==> config.mk <==
export PLATFORM = sky130hd
export DESIGN_NAME = mac_acc_pipe
export DESIGN_NICKNAME = d
export VERILOG_FILES = /design/src/rtl/mac_acc_pipe.sv
export SDC_FILE = /design/constraint.sdc
export NUM_CORES = 1
export LEC_CHECK = 0
export ABC_AREA = 0
export CORE_MARGIN = 2
export CORE_UTILIZATION = 40
export CTS_BUF_LIST = sky130_fd_sc_hd__clkbuf_4
export DETAILED_ROUTE_END_ITERATION = 12
export PLACE_DENSITY = 0.56
export SLEW_MARGIN = 10
export SYNTH_ARGS = -nofsm -noshare
export SYNTH_HDL_FRONTEND = slang
export SYNTH_SLANG_ARGS = --single-unit
==> constraint.sdc <==
create_clock -name clk -period 7.27 [get_ports clk]
set_input_delay 0.727 -clock clk [delete_from_list [all_inputs] [get_ports clk]]
set_output_delay 0.727 -clock clk [all_outputs]
set_load 0.005 [all_outputs]
==> src/rtl/mac_acc_pipe.sv <==
// mac_acc_pipe: N-lane dot-product MAC with a multi-beat accumulator.
// Two register stages (products, lane sum), then accumulate and emit.
//
// Ports:
//   clk, reset_n         clock, async active-low reset
//   in_valid/in_ready    input beat handshake
//   x_in                 col unsigned activations, lane k at [k*bw +: bw]
//   w_in                 col signed weights, lane k at [k*bw +: bw]
//   psum_in, acc_len     group seed and beat count (first beat only)
//   out_valid/out_ready  result handshake
//   out                  signed accumulated group result
//   busy                 group in flight or result pending
//   sat_flag             sticky clamp indicator (MAC_ACC_SAT_EN only)
//
// Build option: define MAC_ACC_SAT_EN for saturating accumulation.
// Without it the accumulator wraps modulo 2^psum_bw.
module mac_acc_pipe #(
  parameter int bw      = 4,
  parameter int psum_bw = 16,
  parameter int col     = 4,
  parameter int len_bw  = 8
) (
  input  logic                  clk,
  input  logic                  reset_n,
  input  logic                  in_valid,
  output logic                  in_ready,
  input  logic [col*bw-1:0]     x_in,
  input  logic [col*bw-1:0]     w_in,
  input  logic [psum_bw-1:0]    psum_in,
  input  logic [len_bw-1:0]     acc_len,
  output logic                  out_valid,
  input  logic                  out_ready,
  output logic [psum_bw-1:0]    out,
  output logic                  busy
`ifdef MAC_ACC_SAT_EN
  ,
  output logic                  sat_flag
`endif
);

  localparam int PW = 2*bw + 1;
  localparam int SW = PW + $clog2(col);

  localparam logic [0:0] S_IDLE = 1'b0;
  localparam logic [0:0] S_ACC  = 1'b1;

  localparam logic [len_bw-1:0] LEN_ONE = len_bw'(1);

  logic stall;
  logic accept;

  // input-side group tracker
  logic [len_bw-1:0] rem_q;
  logic [len_bw-1:0] rem_d;
  logic              in_first;
  logic [len_bw-1:0] in_len;

  // stage 1
  logic                      s1_vld_q;
  logic                      s1_first_q;
  logic [psum_bw-1:0]        s1_psum_q;
  logic [len_bw-1:0]         s1_len_q;
  logic signed [PW-1:0]      s1_p_q [col];
  logic signed [PW-1:0]      prod   [col];

  // stage 2
  logic                      s2_vld_q;
  logic                      s2_first_q;
  logic [psum_bw-1:0]        s2_psum_q;
  logic [len_bw-1:0]         s2_len_q;
  logic signed [SW-1:0]      s2_sum_q;
  logic signed [SW-1:0]      sum_c;

  // accumulate / output
  logic [0:0]                state_q;
  logic [0:0]                state_d;
  logic [len_bw-1:0]         cnt_q;
  logic [len_bw-1:0]         cnt_d;
  logic [len_bw-1:0]         len_q;
  logic [len_bw-1:0]         len_d;
  logic [psum_bw-1:0]        acc_q;
  logic [psum_bw-1:0]        acc_d;
  logic [psum_bw-1:0]        out_q;
  logic [psum_bw-1:0]        out_d;
  logic                      ov_q;
  logic                      ov_d;
  logic                      sat_q;
  logic                      sat_d;

  logic signed [psum_bw-1:0] base;
  logic signed [psum_bw-1:0] sum_x;
  logic signed [psum_bw-1:0] step;
  logic                      ovf;
  logic [len_bw-1:0]         len_eff;
  logic                      done;

  // ---------------- handshake ----------------
  assign stall    = ov_q && !out_ready;
  assign in_ready = !stall;
  assign accept   = in_valid && in_ready;

  // ---------------- group tracker ----------------
  // rem_q counts beats still owed to the open group;
  // zero means the next accepted beat opens a group.
  assign in_first = (rem_q == '0);
  assign in_len   = (acc_len == '0) ? LEN_ONE : acc_len;

  always_comb begin
    rem_d = rem_q;
    if (accept) begin
      if (in_first) rem_d = in_len - LEN_ONE;
      else          rem_d = rem_q - LEN_ONE;
    end
  end

  always_ff @(posedge clk or negedge reset_n) begin
    if (!reset_n) rem_q <= '0;
    else          rem_q <= rem_d;
  end

  // ---------------- stage 1: lane products ----------------
  always_comb begin
    for (int k = 0; k < col; k++) begin
      prod[k] = $signed({1'b0, x_in[k*bw +: bw]})
              * $signed(w_in[k*bw +: bw]);
    end
  end

  always_ff @(posedge clk or negedge reset_n) begin
    if (!reset_n) begin
      s1_vld_q   <= 1'b0;
      s1_first_q <= 1'b0;
      s1_psum_q  <= '0;
      s1_len_q   <= '0;
      for (int k = 0; k < col; k++) s1_p_q[k] <= '0;
    end else if (!stall) begin
      s1_vld_q <= accept;
      if (accept) begin
        s1_first_q <= in_first;
        s1_psum_q  <= psum_in;
        s1_len_q   <= acc_len;
        for (int k = 0; k < col; k++) s1_p_q[k] <= prod[k];
      end
    end
  end

  // ---------------- stage 2: lane sum ----------------
  always_comb begin
    sum_c = '0;
    for (int k = 0; k < col; k++) begin
      sum_c = sum_c + SW'(s1_p_q[k]);
    end
  end

  always_ff @(posedge clk or negedge reset_n) begin
    if (!reset_n) begin
      s2_vld_q   <= 1'b0;
      s2_first_q <= 1'b0;
      s2_psum_q  <= '0;
      s2_len_q   <= '0;
      s2_sum_q   <= '0;
    end else if (!stall) begin
      s2_vld_q <= s1_vld_q;
      if (s1_vld_q) begin
        s2_first_q <= s1_first_q;
        s2_psum_q  <= s1_psum_q;
        s2_len_q   <= s1_len_q;
        s2_sum_q   <= sum_c;
      end
    end
  end

  // ---------------- accumulate step ----------------
  assign base  = s2_first_q ? $signed(s2_psum_q) : $signed(acc_q);
  assign sum_x = psum_bw'(s2_sum_q);

`ifdef MAC_ACC_SAT_EN
  localparam logic signed [psum_bw-1:0] SMAX =
    {1'b0, {(psum_bw-1){1'b1}}};
  localparam logic signed [psum_bw-1:0] SMIN =
    {1'b1, {(psum_bw-1){1'b0}}};

  logic signed [psum_bw:0] wide;

  // one guard bit: top two bits differ on overflow
  assign wide = {base[psum_bw-1], base}
              + {sum_x[psum_bw-1], sum_x};
  assign ovf  = wide[psum_bw] != wide[psum_bw-1];
  assign step = !ovf         ? wide[psum_bw-1:0]
              : wide[psum_bw] ? SMIN
              :                 SMAX;
`else
  assign ovf  = 1'b0;
  assign step = base + sum_x;
`endif

  // ---------------- group FSM ----------------
  assign len_eff = (s2_len_q == '0) ? LEN_ONE : s2_len_q;

  always_comb begin
    state_d = state_q;
    cnt_d   = cnt_q;
    len_d   = len_q;
    acc_d   = acc_q;
    out_d   = out_q;
    ov_d    = ov_q;
    sat_d   = sat_q;
    done    = 1'b0;

    if (ov_q && out_ready) ov_d = 1'b0;

    if (!stall && s2_vld_q) begin
      acc_d = step;
      if (s2_first_q) begin
        len_d = len_eff;
        cnt_d = LEN_ONE;
        done  = (len_eff == LEN_ONE);
        sat_d = ovf;
      end else begin
        cnt_d = cnt_q + LEN_ONE;
        done  = (cnt_d == len_q);
        sat_d = sat_q | ovf;
      end

      unique case (1'b1)
        done: begin
          out_d   = step;
          ov_d    = 1'b1;
          cnt_d   = '0;
          state_d = S_IDLE;
        end
        default: state_d = S_ACC;
      endcase
    end
  end

  always_ff @(posedge clk or negedge reset_n) begin
    if (!reset_n) begin
      state_q <= S_IDLE;
      cnt_q   <= '0;
      len_q   <= '0;
      acc_q   <= '0;
      out_q   <= '0;
      ov_q    <= 1'b0;
      sat_q   <= 1'b0;
    end else begin
      state_q <= state_d;
      cnt_q   <= cnt_d;
      len_q   <= len_d;
      acc_q   <= acc_d;
      out_q   <= out_d;
      ov_q    <= ov_d;
      sat_q   <= sat_d;
    end
  end

  // ---------------- outputs ----------------
  assign out       = out_q;
  assign out_valid = ov_q;
  assign busy      = (state_q == S_ACC) | s1_vld_q
                   | s2_vld_q | ov_q;

`ifdef MAC_ACC_SAT_EN
  assign sat_flag = sat_q;
`else
  logic unused_sat;
  assign unused_sat = sat_q ^ ovf;
`endif

endmodule
Word level (Yosys, flattened, before mapping)
Index checks and enable logic that the tools add are counted.
{"block": "classes", "add_sub_neg": 7, "mul": 4, "n_eq_ne": 2, "muxes": 12, "bitwise_logic": 4, "n_reduce_logical": 13}
{"op": "two-way mux 8 bit", "count": 5}
{"op": "multiplier 5 x 4 -> 9 bit", "count": 4}
{"op": "zero test 8 bit", "count": 3}
{"op": "adder 16 x 11 -> 16 bit", "count": 1}
{"op": "two-way mux 16 bit", "count": 1}
{"op": "subtractor 8 x 1 -> 8 bit, second input constant", "count": 2}
{"op": "adder 10 x 9 -> 11 bit", "count": 1}
{"op": "adder 11 x 9 -> 11 bit", "count": 1}
{"op": "adder 9 x 9 -> 10 bit", "count": 1}
{"op": "adder 8 x 1 -> 8 bit, second input constant", "count": 1}
{"op": "equality test 8 x 1 -> 1 bit, second input constant", "count": 1}
{"op": "equality test 8 bit", "count": 1}
{"op": "AND reduction 2 bit", "count": 4}
{"op": "two-way mux 1 bit", "count": 6}
{"op": "logical AND 1 bit", "count": 4}
{"op": "bitwise OR 1 bit", "count": 3}
{"op": "zero test 1 bit", "count": 2}
{"op": "NOT 1 bit", "count": 1}
{"block": "totals", "ff_bits": 157, "in_bits": 60, "output_inout_bits": 19, "wordCells": 62}

Logic depth before layout (Yosys ltp)
Gate-level depths: netlist of run 1.
{"block": "logic_depth", "depth_word": 7, "ltp_mapped": 14, "depth_no_buf": 14}

Worst setup path after synthesis of run 1
Ideal clock, no wire load.
{"block": "synth_timing", "path_kind": "in2reg", "start": "input x_in[0]", "end": "register s1_p_q[34] in the netlist's numbering", "setup_time_ps": 134, "arrival_ps": 3511, "required_time_ps": 7136, "slack_ps": 3625, "cell_stages": 12, "n_path_buf": 0, "path_cell_list": "nand2b_1 fa_1 fa_1 inv_1 fa_1 ha_1 fa_1 a21oi_1 nor2_1 nor2_1 xor2_1 o21ai_0"}
{"block": "synth_via", "elab_chain_len": 1}
{"item": "start: declaration", "line": "27", "text": "input logic [col*bw-1:0] x_in,"}
{"item": "multiplier 5 x 4 -> 9 bit", "line": "125", "text": "* $signed(w_in[k*bw +: bw]);"}
{"item": "end: declaration", "line": "63", "text": "logic signed [PW-1:0] s1_p_q [col];"}
Every way passes these cells.
A chain may end at the register's enable or synchronous reset.

Final worst setup path of run 1
{"block": "layout_timing", "start": "input w_in[3]", "end": "register s1_p_q[34] in the netlist's numbering"}
{"block": "layout_via", "elab_chain_len": 1}
{"item": "start: declaration", "line": "28", "text": "input logic [col*bw-1:0] w_in,"}
{"item": "multiplier 5 x 4 -> 9 bit", "line": "125"}
Every way passes these cells.

==> results of run 1 <==
-- logic make-up after synthesis --
kind of cell             Yosys count
adder cells (fa/ha/maj)          135
multiplexers                      54
buffers and inverters            130
XOR/XNOR                          46
AO/OA/AOI/OAI                    200
flip-flops                       157
AND/OR/NAND/NOR                  341
-- through the flow --
| step | worst slack (ps) | utilization (%) | power (mW) | area (um2) |
|---|---|---|---|---|
| floorplan | 3620 | - | 2.98 | 10100 |
| global placement | 2930 | 44.8 | 3.52 | 11200 |
| detailed placement | 2870 | 44.8 | 3.56 | 11200 |
| CTS | 3520 | 45.9 | 4.10 | 11500 |
| global route | 3280 | 45.9 | 4.48 | 11500 |
| finish | 3480 | 45.9 | 4.04 | 11500 |
-- worst register-to-register path: cells and delay by family, from the launching register on --
kind,cells,cell delay (ps)
buf+inv,3,240
compound gates,6,1020
simple gates,1,130
fa+ha+maj,4,1510
flops,1,380
-- metal layers --
metal | GRT usage, % | wire length, um
met3 | 2.46 | 438
met5 | 0 | 0
met2 | 26.5 | 9300
met1 | 22.7 | 10100
met4 | 4.79 | 223
-- power breakdown --
group / internal (mW) / switching [mW]
Sequential: 1.14 / 0.187
Clock: 0.175 / 0.338
Combinational: 1.02 / 1.18
-- synth_stat cells (3+ instances only) --
cell type  number  area share, %
fa_1           40            7.9
o21a_1          4           0.30
buf_4           3           0.22
inv_1          93            3.4
nand3_1        12           0.59
clkbuf_1       27            1.0
or2_2           3           0.19
o21ai_0        79            3.9
o31ai_1         4           0.30
a21oi_1        43            2.1
buf_2           4           0.20
nor2b_1        13           0.80
ha_1           95             12
and2_1         31            1.9
mux2i_1         4           0.39
xor2_1         24            2.1
nor3_1         15           0.74
a211o_1         3           0.26
mux2_2         50            5.6
nand2b_1       13           0.80
o21ai_1        15           0.74
a31oi_1         6           0.37
o21bai_1        7           0.52
a211oi_1        8           0.59
nand2_1       206            7.6
nand4_1         3           0.19
nor2_1         33            1.2
a21o_1         11           0.81
xnor2_1        22            1.9
dfrtp_1       157             39
-- final timing paths --
kind,to,from
max in group asynchronous,cnt_q[3],reset_n
setup / recovery,s1_p_q[34],w_in[3]
setup reg to reg,s2_sum_q[9],s1_p_q[10]
hold / removal,out[2],reset_n
min in group clk,s1_len_q[6],s1_len_q[6]
hold reg to reg,s1_len_q[6],s1_len_q[6]
-- cell type report --
| class | instances | area [um2] | share of cell area [%] |
|---|---|---|---|
| diodes | 1 | 2.50 | 0.0218 |
| clock buffers | 17 | 128 | 1.11 |
| repair buffers | 83 | 820 | 7.14 |
| well taps | 330 | 413 | 3.59 |
| flip-flops and latches | 157 | 3930 | 34.2 |
| multi-input cells | 776 | 5710 | 49.7 |
| inverters | 93 | 349 | 3.04 |
| clock inverters | 15 | 138 | 1.20 |
-- registers in the layout, summed over array words and instances, names as in the netlist, 8 cells and up --
signal,count
acc_q,16
cnt_q,8
len_q,8
out,16
rem_q,8
s1_len_q,8
s1_p_q,36
s1_psum_q,16
s2_len_q,8
s2_psum_q,16
s2_sum_q,11
==> flow_metrics.tcl, run 1 <==
set metrics [dict create \
    yosysSeqAreaShare_pct 38.7 \
    crit_chain "clkdlybuf4s50_1 -> nand2b_1 -> fa_1 -> fa_1 -> inv_1 -> fa_1 -> ha_1 -> fa_1 -> a21oi_1 -> nor2_1 -> nor2_1 -> xor2_1 -> o21ai_0" \
    synth-xor-area-share_pct 3.97 \
    rsz0062_at_grt "false" \
    layout_common_cells "204 x nand2_1, 157 x dfrtp_1, 95 x ha_1" \
    synth_edf_count 0 \
    cap_viol_max_count 0 \
    hpwl_um 14800 \
    min_period_over_period_pct 52.1 \
    min_period_ps 3790 \
    synth-seq-cells 157 \
    cts_made_buffers 17 \
    finalSetupViolations 0 \
    std_cell_rows 58 \
    vias_per_cell 4.84 \
    p_leak_nw 5.50 \
    postCtsSetupBuffers 0 \
    portBuffers 78 \
    async_flop_share_pct 100 \
    clock_latency_ps 570 \
    crit_path_end_kind "flop" \
    layout.cells.non_filler 1472 \
    synth_top_family_by_area "adder cells" \
    holdWs_ps 180 \
    fin_skew_ps 19.5 \
    ios 79 \
    ff2ff_setup_slack_ps 3850 \
    ant_nets 0 \
    clockBufferDepth 2 \
    start_kind "input pin" \
    drc 0 \
    ys.flop_type "dfrtp_1" \
    synth_compound_area_share_pct 11.7 \
    ys_warn_count 0 \
    outcome "finished, final reports clean" \
    crit_top_cell "fa_1" \
    slew_viol_final 0 \
    synth_nets 1258 \
    crit_type "input pin to flop" \
    fmax_mhz 264 \
    die_h_um 163 \
    tns_ps 0 \
    antenna_found_initial 1 \
    syn_area_um2 10100 \
    grt_overflow 0 \
    syn_area_per_cell_um2 9.54 \
    clock-sinks 157 \
    cpLargestDelayFamily "adder cells" \
    crit_required_ps 7690 \
    drt_wl_total_um 20000 \
    relSlewSlack_pct 33.4 \
    synth-simple-area-share_pct 15.0 \
    synth_fa_ha_area_share_pct 19.6 \
    synth.distinct_cells 56 \
    slowest_stage "clkdlybuf4s50_1" \
    core_region_area_um2 25000 \
    grt_max_degree 91 \
    initial_utilization_pct 40.5 \
    dpl.cell_count 1439 \
    cp.arrival_ps 4210 \
    gp_congestion 0.820 \
    grt.total_usage_pct 16.3 \
    worstRegToRegCells 14 \
    grt_pass1_wl_um 35100 \
    cts_hold_buf 0 \
    grt_pass1_vias 7175 \
    fill_cells 2463 \
    max_stage_delay_ps 610 \
    syn_inst 1063 \
    hp-class "input pin to async pin" \
    drive_gt1_share_pct 8.68 \
    die_w_um 163 \
    drtIter0Drc 335 \
    cts_tree "yes" \
    htreeDepth 4 \
    first_pass_iters 4 \
    die_area_um2 26600 \
    cp_max_fo 6 \
    fin_nets 1323 \
    crit_cells 13 \
    hold_viol 0 \
    vias 7128 \
    post_drt_wl_per_cell_um 13.6 \
    muxShareOfSynthArea_pct 5.95 \
    vdd_drop_max_mv 0.177 \
    worst_pin_slew_ps 995 \
    final_common_cell "nand2_1" \
    cellPowerDensity_nw_per_um2 352 \
    path_buf_inv 2 \
    ctsRootBufferMaster "clkbuf_4" \
    syn_to_final_growth_pct 13.2 \
    ctsResizeCount 0 \
    clkTransAtPathRegs_ps 140 \
]
Note: power is estimated with default switching activity, not from simulation.
==> inputs of run 2 (changes only) <==
--- a/config.mk
+++ b/config.mk
@@ -10,7 +10,7 @@
 export CORE_UTILIZATION = 40
 export CTS_BUF_LIST = sky130_fd_sc_hd__clkbuf_4
 export DETAILED_ROUTE_END_ITERATION = 12
-export PLACE_DENSITY = 0.56
+export PLACE_DENSITY = 0.58
 export SLEW_MARGIN = 10
 export SYNTH_ARGS = -nofsm -noshare
 export SYNTH_HDL_FRONTEND = slang
==> constraint.sdc (replaced) <==
create_clock -name clk -period 3.37 [get_ports clk]
set_input_delay 0.337 -clock clk [delete_from_list [all_inputs] [get_ports clk]]
set_output_delay 0.337 -clock clk [all_outputs]
set_load 0.005 [all_outputs]
==> run 2 against run 1 <==
Net effect:
- setup slack got worse by 3300 ps
- cell count increased by 3.5%
- final area increased by 4.6%
- clock-buffer cell count unchanged
- flip-flop and latch count stayed put
- critical path type unchanged
- die area is the same
- power rose by 130%
- clock power grew 140%
- combinational power is 130% higher
==> flow_metrics.tcl, run 2 (synthesis gave the netlist of run 1 again) <==
set metrics [dict create \
    syn_to_final_growth_pct 18.4 \
    start_kind "input pin" \
    die_h_um 163 \
    outcome "finished, final reports clean" \
    cts_made_buffers 17 \
    fin_nets 1374 \
    largest_reg_flops 36 \
    ctsRootBufferMaster "clkbuf_4" \
    drive_gt1_share_pct 13.4 \
    hp-class "input pin to flop" \
    final_common_cell "nand2_1" \
    holdPathStages 3 \
    std_cell_rows 58 \
    min_period_ps 3210 \
    fin_skew_ps 24.4 \
    first_pass_iters 4 \
    worstRegToRegCells 12 \
    dpl.cell_count 1488 \
    min_period_over_period_pct 95.2 \
    cp.arrival_ps 3660 \
    hpwl_um 15600 \
    relSlewSlack_pct 37.3 \
    worst_hold_path.endpoint "s1_psum_q[9]" \
    pwr-share-seq_pct 31.3 \
    antenna_found_initial 1 \
    clock-sinks 157 \
    hold_viol 0 \
    vdd_drop_max_mv 0.398 \
    worst_pin_slew_ps 941 \
    die_area_um2 26600 \
    core_region_area_um2 25000 \
    clock_latency_ps 570 \
    htreeDepth 4 \
    clkTransAtPathRegs_ps 150 \
    fill_cells 2442 \
    initial_utilization_pct 40.5 \
    ff2ff_setup_slack_ps 190 \
    layout_common_cells "204 x nand2_1, 157 x dfrtp_1, 94 x ha_1" \
    cp_max_fo 2 \
    gp_congestion 0.807 \
    clockBufferDepth 2 \
    finalSetupViolations 0 \
    timing.rr.start "s1_p_q[11]" \
    slew_viol_final 0 \
    p_total_mw 9.15 \
    drt_wl_total_um 20300 \
    finalCoreUtilization_pct 48.0 \
    power_frac_comb_pct 55.1 \
    layout.cells.non_filler 1523 \
    r2r_end "s2_sum_q[8]" \
    cellPowerDensity_nw_per_um2 762 \
    p_sw_mw 3.77 \
    vias_per_cell 4.86 \
    crit_path_end_kind "flop" \
    grt_max_degree 100 \
    drc 0 \
    pwr-share-clk_pct 13.6 \
    p_sw_share_pct 41.2 \
    grt.total_usage_pct 16.3 \
    post_drt_wl_per_cell_um 13.4 \
    vias 7397 \
    ant_nets 0 \
    fmax_mhz 312 \
    cell_internal_pwr_mw 5.38 \
    die_w_um 163 \
    ios 79 \
    rsz0062_at_grt "false" \
    portBuffers 78 \
    crit_required_ps 3830 \
    grt_pass1_wl_um 35000 \
    grt_pass1_vias 7349 \
    cts_tree "yes" \
    min_from "psum_in[9]" \
    top_register "s1_p_q" \
    cap_viol_max_count 0 \
    holdWs_ps 277 \
    drtIter0Drc 317 \
    p_leak_nw 5.80 \
    tns_ps 0 \
    grt_overflow 0 \
    crit_type "input pin to flop" \
]
-- run 2: critical path, cell delays in order --
cell and delay (ps):
clkdlybuf4s50_1 420, nand2b_1 170, fa_1 520, fa_1 550, inv_1 50, fa_1 450, ha_1 230, fa_1 400
a21oi_1 160, nor2_1 50, nor2_1 110, xor2_1 140, o21ai_0 80
-- run 2: area by class of cell --
cell class                      instances  area, um2  share of cell area [%]
Multi-Input combinational cell        776       5750                    47.9
Clock buffer                           17        128                    1.06
Tap cell                              330        413                    3.44
Antenna cell                            1       2.50                  0.0208
Sequential cell                       157       3930                    32.7
Timing Repair Buffer                  134       1250                    10.5
Inverter                               93        349                    2.91
Clock inverter                         15        184                    1.53
-- run 2: metrics by stage --
stage | worst slack, ps | instance area [um2]
after floorplan | 115 | 10100
after global placement | -398 | 11600
after detailed placement | -444 | 11600
after CTS | 10.5 | 12000
after global routing | 8.61 | 12000
final | 162 | 12000
-- run 2: repair_timing --
item | CTS | global route
hold buffers | 1 | 0
endpoints found under the hold margin | 97 | 0
setup endpoints to repair | 1 | 4
pin swaps | 0 | 7
buffers inserted | 0 | 1
gates resized for setup | 1 | 15
-- run 2: worst max-delay path by stage --
stage,from,to,slack [ps],depth (start not counted)
3_3_place_gp,x_in[0],s1_p_q[34],-400,13
6_report,x_in[0],s1_p_q[34],160,13
5_1_grt,x_in[4],s1_p_q[25],9,14
4_1_cts,s1_p_q[11],s2_sum_q[10],10,12
3_5_place_dp,x_in[0],s1_p_q[34],-440,13
2_1_floorplan,x_in[0],s1_p_q[34],110,12
-- run 2: power groups by stage --
| stage | registers (mW) | clock network, mW | logic [mW] |
|---|---|---|---|
| after CTS | 2.87 | 1.29 | 4.90 |
| final | 2.87 | 1.24 | 5.04 |
| after detailed placement | 2.91 | 0 | 4.86 |
| after global placement | 2.90 | 0 | 4.80 |
| after global routing | 2.96 | 1.37 | 5.76 |
| after floorplan | 2.75 | 0 | 3.67 |
-- run 2: layer usage --
metal | vias up | routed length [um] | GRT usage [%]
met2 | 89 | 9480 | 27.0
met5 | - | 0 | 0
met1 | 3495 | 10100 | 22.1
li1 | 3799 | - | -
met4 | 0 | 198 | 4.10
met3 | 14 | 567 | 2.77
==> inputs of run 3 (changes only) <==
==> constraint.sdc (replaced) <==
create_clock -name clk -period 2.8 [get_ports clk]
set_input_delay 0.28 -clock clk [delete_from_list [all_inputs] [get_ports clk]]
set_output_delay 0.28 -clock clk [all_outputs]
set_load 0.005 [all_outputs]
==> run 3 against run 2 <==
Net effect:
- the flow now finishes with violations (setup timing)
- hold slack worse by 190 ps
- core utilization up 3.0 points
- cell count up 4.4%
==> flow_metrics.tcl, run 3 (synthesis gave the netlist of run 1 again) <==
set metrics [dict create \
    outcome "finished with violations" \
    violations "setup timing" \
    syn_to_final_growth_pct 25.8 \
    fin_nets 1441 \
    grt_pass1_vias 7654 \
    worst_pin_slew_ps 600 \
    hp-class "input pin to flop" \
    holdPathStages 4 \
    worst_hold_path.endpoint "s1_p_q[0]" \
    tns_ps -565 \
    vias 7676 \
    worstRegToRegCells 14 \
    ctsRootBufferMaster "clkbuf_4" \
    finalWorstSetupSlack_ps -251 \
    cap_viol_max_count 0 \
    die_w_um 163 \
    ff2ff_setup_slack_ps -250 \
    p_total_mw 12.2 \
    timing.rr.start "s1_p_q[19]" \
    die_h_um 163 \
    ant_nets 0 \
    cpLargestDelayFamily "adder cells" \
    rsz0062_at_grt "true" \
    slowest_stage "fa_1" \
    clock-sinks 157 \
    hpwl_um 16200 \
    p_leak_nw 6.16 \
    die_area_um2 26600 \
    crit_chain "inv_2 -> fa_1 -> fa_1 -> inv_1 -> ha_2 -> inv_2 -> fa_2 -> nor2b_2 -> o21ai_2 -> a21boi_2 -> o21ai_2 -> a211oi_2 -> nor3_1 -> o31ai_1" \
    drtIter0Drc 322 \
    clkTransAtPathRegs_ps 140 \
    layout.cells.non_filler 1590 \
    ios 79 \
    clockBufferDepth 2 \
    path_buf_inv 3 \
    dpl.cell_count 1551 \
    crit_cells 14 \
    r2r_end "s2_sum_q[9]" \
    min_period_over_period_pct 109 \
    drive_gt1_share_pct 23.0 \
    crit_required_ps 3260 \
    cp.arrival_ps 3520 \
    hold_viol 0 \
    max_stage_delay_ps 560 \
    clock_latency_ps 550 \
    grt.total_usage_pct 17.1 \
    drt_wl_total_um 21200 \
    dp_slack_ps -844 \
    post_drt_wl_per_cell_um 13.3 \
    cp_max_fo 2 \
    grt_pass1_wl_um 37000 \
    layout_common_cells "203 x nand2_1, 156 x dfrtp_1, 114 x buf_4" \
    drc 0 \
    vdd_drop_max_mv 0.482 \
    grt_overflow 0 \
    initial_utilization_pct 40.5 \
    top_register "s1_p_q" \
    largest_reg_flops 36 \
    std_cell_rows 58 \
    cts_made_buffers 17 \
    crit_type "flop to flop" \
    final_common_cell "nand2_1" \
    fin_skew_ps 21.7 \
    vias_per_cell 4.83 \
    cts_tree "yes" \
    grt_max_degree 65 \
    antenna_found_initial 1 \
    start_kind "flop" \
    finalSetupViolations 4 \
    first_pass_iters 4 \
    core_region_area_um2 25000 \
    htreeDepth 4 \
    finalCoreUtilization_pct 51.0 \
    fmax_mhz 328 \
    gp_congestion 0.807 \
    min_from "x_in[12]" \
    portBuffers 78 \
    slew_viol_final 0 \
    cellPowerDensity_nw_per_um2 955 \
    min_period_ps 3050 \
    relSlewSlack_pct 60.0 \
    crit_path_end_kind "flop" \
]
==> run 3: changes by cell type in the layout (fill, tap and decap cells not counted), moves of 8 or more <==
cell,delta
buf_4,+63
clkdlybuf4s50_1,-24
dlygate4sd2_1,+18
o21ai_0,-14
a21oi_1,-12
o21ai_1,+12
a21oi_2,+10
inv_1,-9
inv_2,+9
fa_1,-8
fa_2,+8
ha_1,-8
ha_4,+8
==> run 3: per-layer routing <==
metal / GRT usage (%) / part of all wire (%)
met3: 2.77 / 2.6
met2: 29.1 / 47
met5: 0 / 0
met4: 3.62 / 0.91
met1: 23.1 / 49
==> run 3: cell type report <==
| class | count | area (um2) |
|---|---|---|
| Fill cell | 2390 | 12300 |
| Multi-Input combinational cell | 776 | 6050 |
| Sequential cell | 157 | 3930 |
| Timing Repair Buffer | 201 | 1750 |
| Tap cell | 330 | 413 |
| Inverter | 93 | 349 |
| Clock buffer | 19 | 143 |
| Clock inverter | 13 | 125 |
| Antenna cell | 1 | 2.50 |
==> run 3: stage by stage <==
stage | area (um2) | hold WS, ps
finish | 12800 | 86.2
global route | 12800 | 69.2
floorplan | 10300 | -15.6
global placement | 12300 | 321
CTS | 12600 | 167
detailed placement | 12300 | 314
==> run 3: worst reg2reg max path, stage by stage (launching register included) <==
cell and delay, ps:
dfrtp_1 370, inv_2 50, fa_1 560, fa_1 430, inv_1 70, ha_2 190
inv_2 40, fa_2 340, nor2b_2 130, o21ai_2 70, a21boi_2 160, o21ai_2 80
a211oi_2 220, nor3_1 70, o31ai_1 180
==> run 3: worst max path at each step <==
stage                    start          end  slack [ps]
detailed placement     w_in[1]   s1_p_q[34]        -840
global placement       w_in[1]   s1_p_q[34]        -770
floorplan              x_in[8]   s1_p_q[16]        -210
finish              s1_p_q[19]  s2_sum_q[9]        -250
CTS                 s1_p_q[19]  s2_sum_q[9]        -350
global route        s1_p_q[19]  s2_sum_q[9]        -450
==> run 3: power breakdown <==
part           total, mW  switching (mW)  internal, mW  leakage, nW
registers           3.45           0.505          2.95         1.92
logic               7.39            3.62          3.77         4.10
clock network       1.34           0.805         0.536        0.138
==> run 3: what timing repair did <==
action / 4_1_cts / 5_1_grt
endpoints found under the setup margin: 23 / 26
setup buffers: 4 / 1
pin swaps: 51 / 29
resized for setup: 43 / 43
hold endpoints to repair: 62 / 0
hold buffers: 1 / 0
